### src/rtl/muldiv_unit_if.sv
// Operand/result handshake bundle for the iterative RISC-V M-extension multiply/divide unit.
// flush rides with the handshake because it kills whatever transaction the bundle carries.
interface muldiv_unit_if #(
    parameter int XLEN = 32
);
    logic            flush;
    logic            in_valid;
    logic            in_ready;
    logic [XLEN-1:0] src_a;
    logic [XLEN-1:0] src_b;
    logic [2:0]      md_op;
    logic            out_valid;
    logic            out_ready;
    logic [XLEN-1:0] result;
    logic            zero;

    modport master (
        output flush, in_valid, src_a, src_b, md_op, out_ready,
        input  in_ready, out_valid, result, zero
    );

    modport slave (
        input  flush, in_valid, src_a, src_b, md_op, out_ready,
        output in_ready, out_valid, result, zero
    );
endinterface

### src/rtl/muldiv_unit.sv
// Iterative RISC-V MUL/MULH/MULHSU/MULHU/DIV/DIVU/REM/REMU: XLEN cycles per op, 0 for divide special cases.
// Result is held until out_ready; no new accept until the result is taken; flush aborts at the next edge.
module muldiv_unit #(
    parameter int XLEN = 32
) (
    input  logic         clk,
    input  logic         rst_n,
    muldiv_unit_if.slave bus
);
    localparam int CW = $clog2(XLEN) + 1;
    localparam logic [XLEN-1:0] MIN_NEG = {1'b1, {(XLEN-1){1'b0}}};

    typedef enum logic [1:0] {
        S_IDLE,
        S_CALC,
        S_DONE
    } state_t;

    state_t              state_q, state_d;
    logic [CW-1:0]       cnt_q, cnt_d;
    logic [2*XLEN-1:0]   acc_q, acc_d;
    logic [XLEN-1:0]     mag_q, mag_d;
    logic                is_div_q, is_div_d;
    logic                hi_q, hi_d;
    logic                rem_q, rem_d;
    logic                neg_q, neg_d;
    logic [XLEN-1:0]     result_q, result_d;
    logic                out_valid_q, out_valid_d;

    logic                sgn_a, sgn_b, a_neg, b_neg, accept;
    logic [XLEN-1:0]     abs_a, abs_b;
    logic [XLEN:0]       mul_sum, div_trial, div_diff;
    logic                div_ge;
    logic [2*XLEN-1:0]   mul_next, div_next, acc_step, prod_signed;
    logic [XLEN-1:0]     div_mag, div_signed, fin_result;

    assign bus.in_ready  = (state_q == S_IDLE) && rst_n;
    assign bus.out_valid = out_valid_q;
    assign bus.result    = result_q;
    assign bus.zero      = (result_q == '0);

    // Operand decode: signed operands become magnitudes, the sign is re-applied on the way into DONE.
    always_comb begin
        sgn_a  = bus.md_op[2] ? !bus.md_op[0]
                              : (bus.md_op[1:0] == 2'b01) || (bus.md_op[1:0] == 2'b10);
        sgn_b  = bus.md_op[2] ? !bus.md_op[0] : (bus.md_op[1:0] == 2'b01);
        a_neg  = sgn_a && bus.src_a[XLEN-1];
        b_neg  = sgn_b && bus.src_b[XLEN-1];
        abs_a  = a_neg ? -bus.src_a : bus.src_a;
        abs_b  = b_neg ? -bus.src_b : bus.src_b;
        accept = bus.in_valid && (state_q == S_IDLE) && !bus.flush;
    end

    // One iteration of each datapath; the accumulator is shared between multiply and divide.
    always_comb begin
        mul_sum   = {1'b0, acc_q[2*XLEN-1:XLEN]} + (acc_q[0] ? {1'b0, mag_q} : '0);
        mul_next  = {mul_sum, acc_q[XLEN-1:1]};

        div_trial = {acc_q[2*XLEN-1:XLEN], acc_q[XLEN-1]};
        div_diff  = div_trial - {1'b0, mag_q};
        div_ge    = !div_diff[XLEN];
        div_next  = {(div_ge ? div_diff[XLEN-1:0] : div_trial[XLEN-1:0]),
                     acc_q[XLEN-2:0], div_ge};

        acc_step  = is_div_q ? div_next : mul_next;

        prod_signed = neg_q ? -acc_step : acc_step;
        div_mag     = rem_q ? acc_step[2*XLEN-1:XLEN] : acc_step[XLEN-1:0];
        div_signed  = neg_q ? -div_mag : div_mag;
        if (is_div_q) begin
            fin_result = div_signed;
        end else begin
            fin_result = hi_q ? prod_signed[2*XLEN-1:XLEN] : prod_signed[XLEN-1:0];
        end
    end

    always_comb begin
        state_d     = state_q;
        cnt_d       = cnt_q;
        acc_d       = acc_q;
        mag_d       = mag_q;
        is_div_d    = is_div_q;
        hi_d        = hi_q;
        rem_d       = rem_q;
        neg_d       = neg_q;
        result_d    = result_q;
        out_valid_d = out_valid_q;

        if (bus.flush) begin
            state_d     = S_IDLE;
            out_valid_d = 1'b0;
        end else begin
            unique case (state_q)
                S_IDLE: begin
                    if (accept) begin
                        cnt_d    = '0;
                        is_div_d = bus.md_op[2];
                        hi_d     = (bus.md_op[1:0] != 2'b00);
                        rem_d    = bus.md_op[1];
                        // Remainder takes the dividend's sign; everything else takes sign(A)^sign(B).
                        neg_d    = (bus.md_op[2] && bus.md_op[1]) ? a_neg : (a_neg ^ b_neg);
                        if (bus.md_op[2]) begin
                            mag_d = abs_b;
                            acc_d = {{XLEN{1'b0}}, abs_a};
                        end else begin
                            mag_d = abs_a;
                            acc_d = {{XLEN{1'b0}}, abs_b};
                        end

                        if (bus.md_op[2] && (bus.src_b == '0)) begin
                            result_d    = bus.md_op[1] ? bus.src_a : '1;
                            state_d     = S_DONE;
                            out_valid_d = 1'b1;
                        end else if (bus.md_op[2] && !bus.md_op[0] &&
                                     (bus.src_a == MIN_NEG) && (bus.src_b == '1)) begin
                            result_d    = bus.md_op[1] ? '0 : MIN_NEG;
                            state_d     = S_DONE;
                            out_valid_d = 1'b1;
                        end else begin
                            state_d = S_CALC;
                        end
                    end
                end

                S_CALC: begin
                    acc_d = acc_step;
                    cnt_d = cnt_q + CW'(1);
                    // The last iteration and the sign fix-up land on the same edge.
                    if (cnt_d == CW'(XLEN)) begin
                        result_d    = fin_result;
                        state_d     = S_DONE;
                        out_valid_d = 1'b1;
                    end
                end

                S_DONE: begin
                    if (bus.out_ready) begin
                        state_d     = S_IDLE;
                        out_valid_d = 1'b0;
                    end
                end

                default: begin
                    state_d     = S_IDLE;
                    out_valid_d = 1'b0;
                end
            endcase
        end
    end

    always_ff @(posedge clk or negedge rst_n) begin
        if (!rst_n) begin
            state_q     <= S_IDLE;
            cnt_q       <= '0;
            acc_q       <= '0;
            mag_q       <= '0;
            is_div_q    <= 1'b0;
            hi_q        <= 1'b0;
            rem_q       <= 1'b0;
            neg_q       <= 1'b0;
            result_q    <= '0;
            out_valid_q <= 1'b0;
        end else begin
            state_q     <= state_d;
            cnt_q       <= cnt_d;
            acc_q       <= acc_d;
            mag_q       <= mag_d;
            is_div_q    <= is_div_d;
            hi_q        <= hi_d;
            rem_q       <= rem_d;
            neg_q       <= neg_d;
            result_q    <= result_d;
            out_valid_q <= out_valid_d;
        end
    end
endmodule

### src/flat_wrapper.sv
// flat-port wrapper written by rule: the top's interface ports become plain ports
module muldiv_unit_flat 
#(
    parameter int XLEN = 32
)
  (clk, rst_n, bus_flush, bus_in_valid, bus_src_a, bus_src_b, bus_md_op, bus_out_ready, bus_in_ready, bus_out_valid, bus_result, bus_zero);
  muldiv_unit_if #(.XLEN(XLEN)) bus_i ();
  input  logic clk;
  input  logic rst_n;
  input wire logic [$bits(bus_i.flush)-1:0] bus_flush;
  input wire logic [$bits(bus_i.in_valid)-1:0] bus_in_valid;
  input wire logic [$bits(bus_i.src_a)-1:0] bus_src_a;
  input wire logic [$bits(bus_i.src_b)-1:0] bus_src_b;
  input wire logic [$bits(bus_i.md_op)-1:0] bus_md_op;
  input wire logic [$bits(bus_i.out_ready)-1:0] bus_out_ready;
  output wire logic [$bits(bus_i.in_ready)-1:0] bus_in_ready;
  output wire logic [$bits(bus_i.out_valid)-1:0] bus_out_valid;
  output wire logic [$bits(bus_i.result)-1:0] bus_result;
  output wire logic [$bits(bus_i.zero)-1:0] bus_zero;
  assign bus_i.flush = bus_flush;
  assign bus_i.in_valid = bus_in_valid;
  assign bus_i.src_a = bus_src_a;
  assign bus_i.src_b = bus_src_b;
  assign bus_i.md_op = bus_md_op;
  assign bus_i.out_ready = bus_out_ready;
  assign bus_in_ready = bus_i.in_ready;
  assign bus_out_valid = bus_i.out_valid;
  assign bus_result = bus_i.result;
  assign bus_zero = bus_i.zero;
  muldiv_unit #(.XLEN(XLEN)) u_core (.clk(clk), .rst_n(rst_n), .bus(bus_i));
endmodule
### config.mk
export PLATFORM = sky130hd
export DESIGN_NAME = muldiv_unit_flat
export DESIGN_NICKNAME = d
export VERILOG_FILES = /design/src/rtl/muldiv_unit_if.sv /design/src/rtl/muldiv_unit.sv /design/src/flat_wrapper.sv
export SDC_FILE = /design/constraint.sdc
export NUM_CORES = 1
export LEC_CHECK = 0
export BUFFER_PORTS_ARGS = -buffer_cell sky130_fd_sc_hd__buf_2
export CAP_MARGIN = 20
export CORE_UTILIZATION = 33
export DETAILED_ROUTE_END_ITERATION = 10
export PLACE_DENSITY = 0.56
export REMOVE_ABC_BUFFERS = 1
export SLEW_MARGIN = 20
export SYNTH_ARGS = -nofsm -noshare
export SYNTH_HDL_FRONTEND = slang
export SYNTH_SLANG_ARGS = --single-unit
### constraint.sdc
create_clock -name clk -period 6.7 [get_ports clk]
set_input_delay 0.67 -clock clk [delete_from_list [all_inputs] [get_ports clk]]
set_output_delay 0.67 -clock clk [all_outputs]
set_load 0.02 [all_outputs]
==> results of run 1 <==
## state kept, by name, indices dropped and copies added (netlist names)
name / flops
u_core.is_div_q: 1
u_core.neg_q: 1
u_core.bus.out_valid: 1
u_core.acc_q: 64
u_core.rem_q: 1
u_core.hi_q: 1
u_core.mag_q: 32
u_core.state_q: 2
u_core.bus.result: 32
u_core.cnt_q: 6
## worst max-delay path: cells and delay by family (launching register included)
family,cells,cell delay (ns)
adders and majority gates,2,0.70
and+or+nand+nor,7,2.70
AOI/OAI and AO/OA,8,2.07
DFF,1,0.42
buffers and inverters,1,0.21
xor gates and xnor gates,1,0.21
## cell usage after synthesis, drive strengths merged, types with 21 or more instances
cell / n
a21oi: 216
dfrtp: 141
nor2: 226
o21a: 23
xor2: 64
inv: 75
o31ai: 44
nand2: 288
a21o: 34
or3: 35
a22o: 21
ha: 72
buf: 42
clkbuf: 114
nor4: 36
xnor2: 93
nor3: 62
or4: 23
a211oi: 40
o21ai: 275
nand3: 56
a31oi: 26
nand4: 38
mux2i: 56
and2: 55
mux2: 23
o211ai: 32
## logic make-up after synthesis
kind of cell | count (synthesis)
AOI/OAI and AO/OA | 868
DFF | 141
muxes | 82
adders and majority gates | 74
buffers and inverters | 234
and+or+nand+nor | 922
xor gates and xnor gates | 157
## routing by layer
metal / vias up / share of wire / global-route usage
met5: - / 0 / 0
li1: 9209 / - / -
met3: 144 / 0.084 / 0.0305
met4: 0 / 0.045 / 0.135
met2: 1028 / 0.43 / 0.429
met1: 9496 / 0.44 / 0.403
## report_power, final
group	internal, mW	switching [mW]	total [mW]	leakage [nW]
Combinational	3.05	5.97	9.02	5.84
Sequential	1.21	0.593	1.80	1.80
Clock	0.623	0.431	1.05	0.292
## area by class of cell
cell class,instances,area [sq um]
timing repair buffer,159,947
inverter,78,293
tap,688,861
sequential,141,3530
multi-input combinational,2103,13200
fill,5590,33200
clock inverter,14,195
clock buffer,18,429
## worst min-delay path by stage
| stage | cells after the start | end | startpoint |
|---|---|---|---|
| 3_5_place_dp | 1 | u_core.bus.out_valid | u_core.bus.out_valid |
| 2_1_floorplan | 0 | u_core.acc_q[0] | rst_n |
| 5_1_grt | 1 | u_core.acc_q[57] | rst_n |
| 4_1_cts | 1 | u_core.acc_q[57] | rst_n |
| 3_3_place_gp | 1 | u_core.bus.out_valid | u_core.bus.out_valid |
| 6_report | 1 | u_core.mag_q[26] | rst_n |
## repair_timing
| action | in CTS | in global routing |
|---|---|---|
| setup endpoints to repair | 0 | 1 |
| resized for setup | 0 | 1 |
| buffers inserted | 0 | 0 |
## stage by stage
stage	setup TNS [ns]	worst slack (ns)	util	power, mW	cell area (sq um)
2_1_floorplan	-65.46	-2.65	-	7.46	17000
3_3_place_gp	0	0.125	0.358	10.5	18900
3_5_place_dp	0	0.0838	0.358	10.5	18900
4_1_cts	0	0.0489	0.370	11.6	19500
5_1_grt	0	0.168	0.370	12.6	19500
6_report	0	0.285	0.370	11.9	19500
==> key figures, run 1 <==
Run status
  – Outcome: complete, no violations

CTS
  – Hold-fix buffers at CTS: 0
  – Clk slew on worst S/H paths: around 0.060 ns
  – Clk_lat worst skew: 0.46 ns
  – Clock Sinks: roughly 140
  – CTS tree: done
  – CTS H-tree lvls: 4
  – Num CTS Buffers: 17
  – Max clock buf depth: 2
  – CTS root buf: clkbuf_16

Setup path
  – Worst r2r dst: u_core.bus.result[10]
  – Slowest cell on the critical path: or4_1
  – Worst path cell trace: ha_1 -> a21oi_1 -> o21ai_2 -> a22oi_1 -> and3_1 -> a2111oi_1 -> buf_4 -> nor2_1 -> ha_1 -> o21ai_0 -> or4_1 -> or2_2 -> nor3_2 -> nand2_1 -> or3_1 -> o31ai_1 -> xnor2_1 -> o221ai_1 -> a41oi_1
  – Setup CP Type: reg -> reg
  – FF-to-FF setup slack: 0.29 ns
  – Crit path DAT: ~6.8 ns
  – Reg2reg start: u_core.acc_q[52]
  – Crit path launch type: register
  – CP peak stage delay: roughly 0.56 ns
  – Crit end category: register
  – Worst Path Max Fanout: 8
  – CP startpoint: u_core.acc_q[52]
  – Crit path required time: between 7 and 8 ns
  – FF-to-FF path depth: 19
  – Crit path capture: u_core.bus.result[10]
  – CP most frequent cell: ha_1

Logic synthesis
  – Adder-Cell Fraction of Synth Area: 0.0534
  – Synth Cell Area: 17600 sq um
  – Post-synth ARST share: 1.00
  – Compound-gate portion of the synthesized area: 0.312
  – Sequential share of the synthesized area: 0.200
  – Mux share of post-synthesis cell area: 0.0507
  – Ys flop type: dfrtp_1
  – Mapped Cells: between 2000 and 2500
  – Yosys Warn Count: 0
  – Top cells by area, synth: dfrtp_1 20%, o21ai_0 7.6%, nand2_1 6.1%, a21oi_1 6.1%, ha_1 5.1%
  – Synth cell types: 95
  – Post-synthesis simple-gate area fraction: 0.254
  – Post-Synth XOR/XNOR Area: 0.0780
  – Post-synth top area cell: dfrtp_1
  – Number of flops mapped to enable cells by yosys: 0
  – Synthesized area per cell: about 7 sq um
  – Synth Register Bits: between 100 and 150
  – Largest family of logic cells by synthesized area: compound AO/OA/AOI/OAI gates
  – Top cell type's share of synthesized area: 0.200

Finish
  – Most common cell after layout, fill and taps aside: nand2_1
  – Layout cells sized above 1: 0.105
  – Post-Layout Cell Count: about 3200
  – Most frequent cells in the layout: 287 x nand2_1, 266 x o21ai_0, 225 x nor2_1
  – Antenna Cells: 0
  – Fin nets: around 2600
  – Area Overhead vs Synth: 10.6%

Global routing
  – Initial antenna violation count: 5
  – Vias in the first global route: approximately 18000
  – First-pass GRT wire length: 116 mm
  – All-Layer GR Usage: 0.285
  – Largest net degree at the start of global routing: 90
  – Total congestion overflow: 0

Placed design
  – Dpl cells: between 3000 and 4000
  – Quantity of I/O buffers inserted on ports: approximately 110
  – GPL Wtd Cong: between 1 and 1.5
  – Detail Placement HPWL: roughly 60 mm

Floorplanning
  – Initial Utilization: 0.335
  – Floorplan row count: 84
  – Die width: 233 um
  – Ports: 107
  – Core area: roughly 53000 sq um
  – Die Y-Extent: ~230 um
  – DIE AREA: ~54000 sq um

STA
  – Tmin final: roughly 6.4 ns
  – Hold_ws: about 0.12 ns
  – Peak Freq: about 160 MHz
  – Final period util: 0.957
  – Worst-margin pin slew: 1.06 ns
  – Unrepaired setup endpoints after global routing: false
  – Worst Skew: approximately 0.011 ns
  – Final setup viols: 0
  – Max_slew headroom: 0.293
  – Final-report hold violation count: 0
  – Final slew viol count: 0

Power
  – Peak supply drop: about 0.24 mV
  – Leakage power: ~8 nW
  – Power density over cell area: between 600 and 700 nW/um^2

Min path
  – Min-delay worst type: in -> async

Flow run
  – MaxCap Viol Count: 0

Routing
  – Via-to-Cell Ratio: slightly above 6
  – Drt first-iter violations: around 2400
  – Detailed-route DRC error count: 0
  – Routed WL: ~80 mm
  – DR vias: about 20000
  – WL/cell: 24.5 um
  – Drt pass-1 iters: 5
  – Post-DRT Antenna Nets: 0
Note: power is estimated with default switching activity, not from simulation.
==> inputs of run 2 (changes only) <==
--- a/config.mk
+++ b/config.mk
@@ -9,7 +9,7 @@
 export CAP_MARGIN = 20
 export CORE_UTILIZATION = 33
 export DETAILED_ROUTE_END_ITERATION = 10
-export PLACE_DENSITY = 0.56
+export PLACE_DENSITY_LB_ADDON = 0.12
 export REMOVE_ABC_BUFFERS = 1
 export SLEW_MARGIN = 20
 export SYNTH_ARGS = -nofsm -noshare
==> key figures, run 2 (same netlist as run 1, synthesis figures left out) <==
Finish
  – Area Overhead vs Synth: 10.5%
  – Post-Layout Cell Count: between 3000 and 4000
  – Seq. cell area: 3530 sq um
  – Layout cells sized above 1: 0.104
  – Most common cell after layout, fill and taps aside: nand2_1
  – Largest Register: u_core.acc_q
  – Most frequent cells in the layout: 287 x nand2_1, 266 x o21ai_0, 225 x nor2_1
  – Fin nets: about 2600
  – Max reg flops: 64
  – # fillers: between 5000 and 6000
  – Area of the multi-input gates: between 10000 and 15000 sq um

Routing
  – Drt first-iter violations: 2145
  – Post-DRT Antenna Nets: 0
  – WL/cell: between 20 and 30 um
  – Drt pass-1 iters: 6
  – Via-to-Cell Ratio: 6.10
  – DR vias: 19506
  – Routed WL: roughly 80 mm
  – Detailed-route DRC error count: 0

CTS
  – Clk_lat worst skew: roughly 0.47 ns
  – CTS tree: done
  – CTS root buf: clkbuf_16
  – Clock Sinks: between 100 and 150
  – Max clock buf depth: 2
  – Clk slew on worst S/H paths: around 0.06 ns
  – Num CTS Buffers: 17
  – CTS H-tree lvls: 4
  – Postcts setup bufs: 0

Setup path
  – CP startpoint: u_core.mag_q[21]
  – Reg2reg start: u_core.mag_q[21]
  – Slowest cell on the critical path: or4_1
  – Setup CP Type: reg -> reg
  – Crit path DAT: approximately 6.4 ns
  – CP most frequent cell: ha_1
  – Crit end category: register
  – Crit path required time: between 7 and 8 ns
  – FF-to-FF setup slack: between 0.6 and 0.7 ns
  – CP peak stage delay: ~0.54 ns
  – Worst path cell trace: inv_1 -> ha_1 -> a21oi_1 -> o21ai_2 -> a22oi_1 -> and3_1 -> a2111oi_1 -> buf_4 -> nor2_1 -> ha_1 -> o21ai_0 -> or4_1 -> or2_2 -> nor3_2 -> nand2_1 -> or3_1 -> o31ai_1 -> xnor2_1 -> o221ai_1 -> a41oi_1
  – Crit path launch type: register
  – Worst Path Max Fanout: 8

Power
  – Peak supply drop: between 0.2 and 0.3 mV
  – Power density over cell area: 610 nW/um^2
  – Final Power: ~12 mW
  – Leakage power: about 7.9 nW

STA
  – Final slew viol count: 0
  – Final period util: 0.901
  – Max_slew headroom: 0.277
  – Worst Skew: approximately 0.010 ns
  – Peak Freq: ~170 MHz
  – Unrepaired setup endpoints after global routing: false
  – Worst-margin pin slew: between 1 and 1.5 ns
  – Final setup viols: 0
  – Final-report hold violation count: 0
  – Hold_ws: about 0.17 ns
  – Tmin final: 6.04 ns

Floorplanning
  – Ports: about 110
  – DIE AREA: 54400 sq um
  – Initial Utilization: 0.335
  – Floorplan row count: 84
  – Die Y-Extent: between 200 and 250 um
  – Core area: 52700 sq um
  – Die width: approximately 230 um

Placed design
  – GPL Wtd Cong: approximately 0.97
  – Dpl cells: ~3200
  – Detail Placement HPWL: around 63 mm
  – Quantity of I/O buffers inserted on ports: approximately 110

Global routing
  – All-Layer GR Usage: 0.297
  – Initial antenna violation count: 4
  – Vias in the first global route: between 15000 and 20000
  – First-pass GRT wire length: approximately 120 mm
  – Total congestion overflow: 0
  – Largest net degree at the start of global routing: between 90 and 100

Flow run
  – MaxCap Viol Count: 0

Min path
  – Min-delay worst type: in -> async

Run status
  – Outcome: complete, no violations
==> run 2: per-stage QoR <==
| step | TNS [ns] | area (sq um) | worst slack [ns] | utilization |
|---|---|---|---|---|
| after floorplan | -65.46 | 17000 | -2.65 | - |
| after global placement | 0 | 18900 | 0.518 | 0.358 |
| after detailed placement | 0 | 18900 | 0.449 | 0.358 |
| after CTS | 0 | 19500 | 0.408 | 0.370 |
| after global routing | 0 | 19500 | 0.246 | 0.370 |
| final | 0 | 19500 | 0.661 | 0.370 |
==> run 2: worst max-delay path, delay by kind of cell, from the launching register on <==
| kind | cells | cell delay, ns |
|---|---|---|
| flops | 1 | 0.37 |
| compound gates | 8 | 1.95 |
| buf+inv | 2 | 0.27 |
| xor+xnor | 1 | 0.25 |
| simple gates | 7 | 2.46 |
| fa+ha+maj | 2 | 0.63 |
==> run 2: worst paths after layout <==
check / endpoint / cells past startpoint
worst max-delay path: u_core.bus.result[10] / 20
worst min-delay path: u_core.mag_q[29] / 1
worst max register to register: u_core.bus.result[10] / 20
worst min register to register: u_core.mag_q[23] / 2
max in group asynchronous: u_core.is_div_q / 2
min in group clk: u_core.state_q[1] / 2
==> run 2: repair_timing <==
| action | CTS | global route |
|---|---|---|
| gates resized for setup | 0 | 1 |
| setup endpoints to repair | 0 | 1 |
| endpoints found under the hold margin | 0 | 0 |
| hold buffers | 0 | 0 |
==> run 2: metal layers <==
layer	vias to the layer above	track usage	wire, um
met5	-	0	0
met4	0	0.100	2630
met3	103	0.0375	5580
met2	810	0.456	35500
met1	9413	0.423	36900
li1	9180	-	-
==> run 2: area by class of cell <==
class	count	area share
multi-input combinational	2103	0.680
sequential	141	0.181
timing repair buffer	155	0.0477
tap	688	0.0442
clock buffer	20	0.0234
inverter	78	0.0150
clock inverter	12	0.00860
antenna	1	0.000128
==> run 2: power breakdown <==
part	total (mW)	internal (mW)	switching, mW	leakage [nW]
clock	1.06	0.638	0.426	0.302
combinational	9.01	3.05	5.96	5.82
sequential	1.81	1.21	0.599	1.80
total	11.9	4.90	6.98	7.92
==> inputs of run 3 (changes only) <==
--- a/config.mk
+++ b/config.mk
@@ -7,6 +7,8 @@
 export LEC_CHECK = 0
 export BUFFER_PORTS_ARGS = -buffer_cell sky130_fd_sc_hd__buf_2
 export CAP_MARGIN = 20
+export CELL_PAD_IN_SITES_DETAIL_PLACEMENT = 1
+export CELL_PAD_IN_SITES_GLOBAL_PLACEMENT = 2
 export CORE_UTILIZATION = 33
 export DETAILED_ROUTE_END_ITERATION = 10
 export PLACE_DENSITY_LB_ADDON = 0.12
==> key figures, run 3 (same netlist as run 1, synthesis figures left out) <==
Global routing
  – First-pass GRT wire length: about 130 mm
  – Vias in the first global route: slightly below 20000
  – All-Layer GR Usage: 0.322
  – Largest net degree at the start of global routing: around 100
  – Total congestion overflow: 0
  – Initial antenna violation count: 7

STA
  – Peak Freq: around 170 MHz
  – Final-report hold violation count: 0
  – Final slew viol count: 0
  – Final period util: 0.893
  – Unrepaired setup endpoints after global routing: false
  – Hold_ws: 0.112 ns
  – Worst-margin pin slew: ~1.2 ns
  – Tmin final: 5.99 ns
  – Final setup viols: 0
  – Max_slew headroom: 0.201
  – Worst Skew: around 0.012 ns

Routing
  – Met3 wire length: 5.42 mm
  – Drt first-iter violations: about 1700
  – Drt pass-1 iters: 5
  – Detailed-route DRC error count: 0
  – Via-to-Cell Ratio: ~6.3
  – Routed WL: 87.9 mm
  – Top Metal Used: met5
  – Met1 WL: 41.1 mm
  – Metal2 WL: ~38 mm
  – Post-DRT Antenna Nets: 0
  – WL/cell: 27.5 um
  – DR vias: ~20000

Setup path
  – Crit path launch type: register
  – Crit path DAT: 6.37 ns
  – Crit path required time: about 7.1 ns
  – Setup CP Type: reg -> reg
  – Crit end category: register
  – Worst r2r dst: u_core.bus.result[10]
  – Reg2reg start: u_core.acc_q[52]
  – CP startpoint: u_core.acc_q[52]
  – FF-to-FF path depth: 19
  – Worst Path Max Fanout: 8
  – FF-to-FF setup slack: approximately 0.7 ns

Finish
  – Max reg flops: 64
  – Area Overhead vs Synth: 10.5%
  – Antenna Cells: 0
  – Most frequent cells in the layout: 287 x nand2_1, 266 x o21ai_0, 225 x nor2_1
  – Layout cells sized above 1: 0.104
  – Largest Register: u_core.acc_q
  – Final core utilization: 0.370
  – Fin nets: approximately 2600
  – Most common cell after layout, fill and taps aside: nand2_1
  – Finished Cell Area: slightly below 20000 sq um
  – # fillers: between 6000 and 7000

CTS
  – CTS H-tree lvls: 4
  – Postcts setup bufs: 0
  – CTS tree: done
  – Hold-fix buffers at CTS: 0
  – Resized cells post-CTS: 0
  – Num CTS Buffers: 17
  – CTS root buf: clkbuf_16
  – Clock Sinks: approximately 140
  – Clk slew on worst S/H paths: approximately 0.070 ns
  – Clk_lat worst skew: around 0.48 ns
  – Max clock buf depth: 2

Floorplanning
  – Die width: between 200 and 250 um
  – Core area: 52700 sq um
  – Die Y-Extent: around 230 um
  – Floorplan row count: between 80 and 90
  – Ports: 107
  – Initial Utilization: 0.335
  – DIE AREA: roughly 54000 sq um

Power
  – Power density over cell area: roughly 620 nW/um^2
  – Peak supply drop: between 0.2 and 0.3 mV
  – Final Power: approximately 12 mW
  – Leakage power: about 7.9 nW

Placed design
  – Quantity of I/O buffers inserted on ports: between 100 and 150
  – GPL Wtd Cong: just under 1
  – Detail Placement HPWL: around 70 mm
  – Area after DPL: ~19000 sq um

Run status
  – Outcome: complete, no violations

Min path
  – Min-delay worst type: in -> async

Flow run
  – MaxCap Viol Count: 0
-- run 3: worst max-delay path by stage --
stage	end
3_3_place_gp	u_core.bus.result[0]
2_1_floorplan	u_core.bus.result[23]
3_5_place_dp	u_core.bus.result[10]
4_1_cts	u_core.bus.result[10]
6_report	u_core.bus.result[10]
5_1_grt	u_core.bus.result[10]
-- run 3: through the flow --
step           TNS (ns)  worst slack (ns)  std cells
6_report              0             0.714       3196
2_1_floorplan    -65.46             -2.65       2322
3_5_place_dp          0             0.833       3164
5_1_grt               0             0.379       3196
4_1_cts               0             0.810       3196
3_3_place_gp          0              1.03       3164
-- run 3: worst max-delay path: stages, from the launching register on --
cell and delay, ns:
dfrtp_1 0.42, ha_1 0.39, a21oi_1 0.34, o21ai_2 0.14, a22oi_1 0.52, and3_1 0.40
a2111oi_1 0.13, buf_4 0.20, nor2_1 0.23, ha_1 0.24, o21ai_0 0.24, or4_1 0.52
or2_2 0.35, nor3_1 0.36, nand2_1 0.19, or3_1 0.34, o31ai_1 0.25, xnor2_1 0.19
o221ai_1 0.16, a41oi_1 0.29
-- run 3: layout make-up --
type / instances / area [sq um] / share of cell area
Clock buffer: 19 / 453 / 0.0233
Sequential cell: 141 / 3530 / 0.181
Inverter: 78 / 293 / 0.0150
Multi-Input combinational cell: 2103 / 13200 / 0.680
Clock inverter: 13 / 188 / 0.00964
Tap cell: 688 / 861 / 0.0442
Timing Repair Buffer: 154 / 912 / 0.0468
-- run 3: power breakdown --
group / leakage [nW] / switching [mW] / internal [mW] / total, mW
sequential: 1.80 / 0.643 / 1.21 / 1.85
combinational: 5.82 / 6.14 / 3.03 / 9.17
clock: 0.294 / 0.453 / 0.644 / 1.10
total: 7.91 / 7.24 / 4.88 / 12.1
-- run 3: metal layers --
layer	up-vias	GRT usage
met5	-	0
met2	669	0.490
met1	10059	0.459
li1	9177	-
met4	2	0.123
met3	122	0.0398
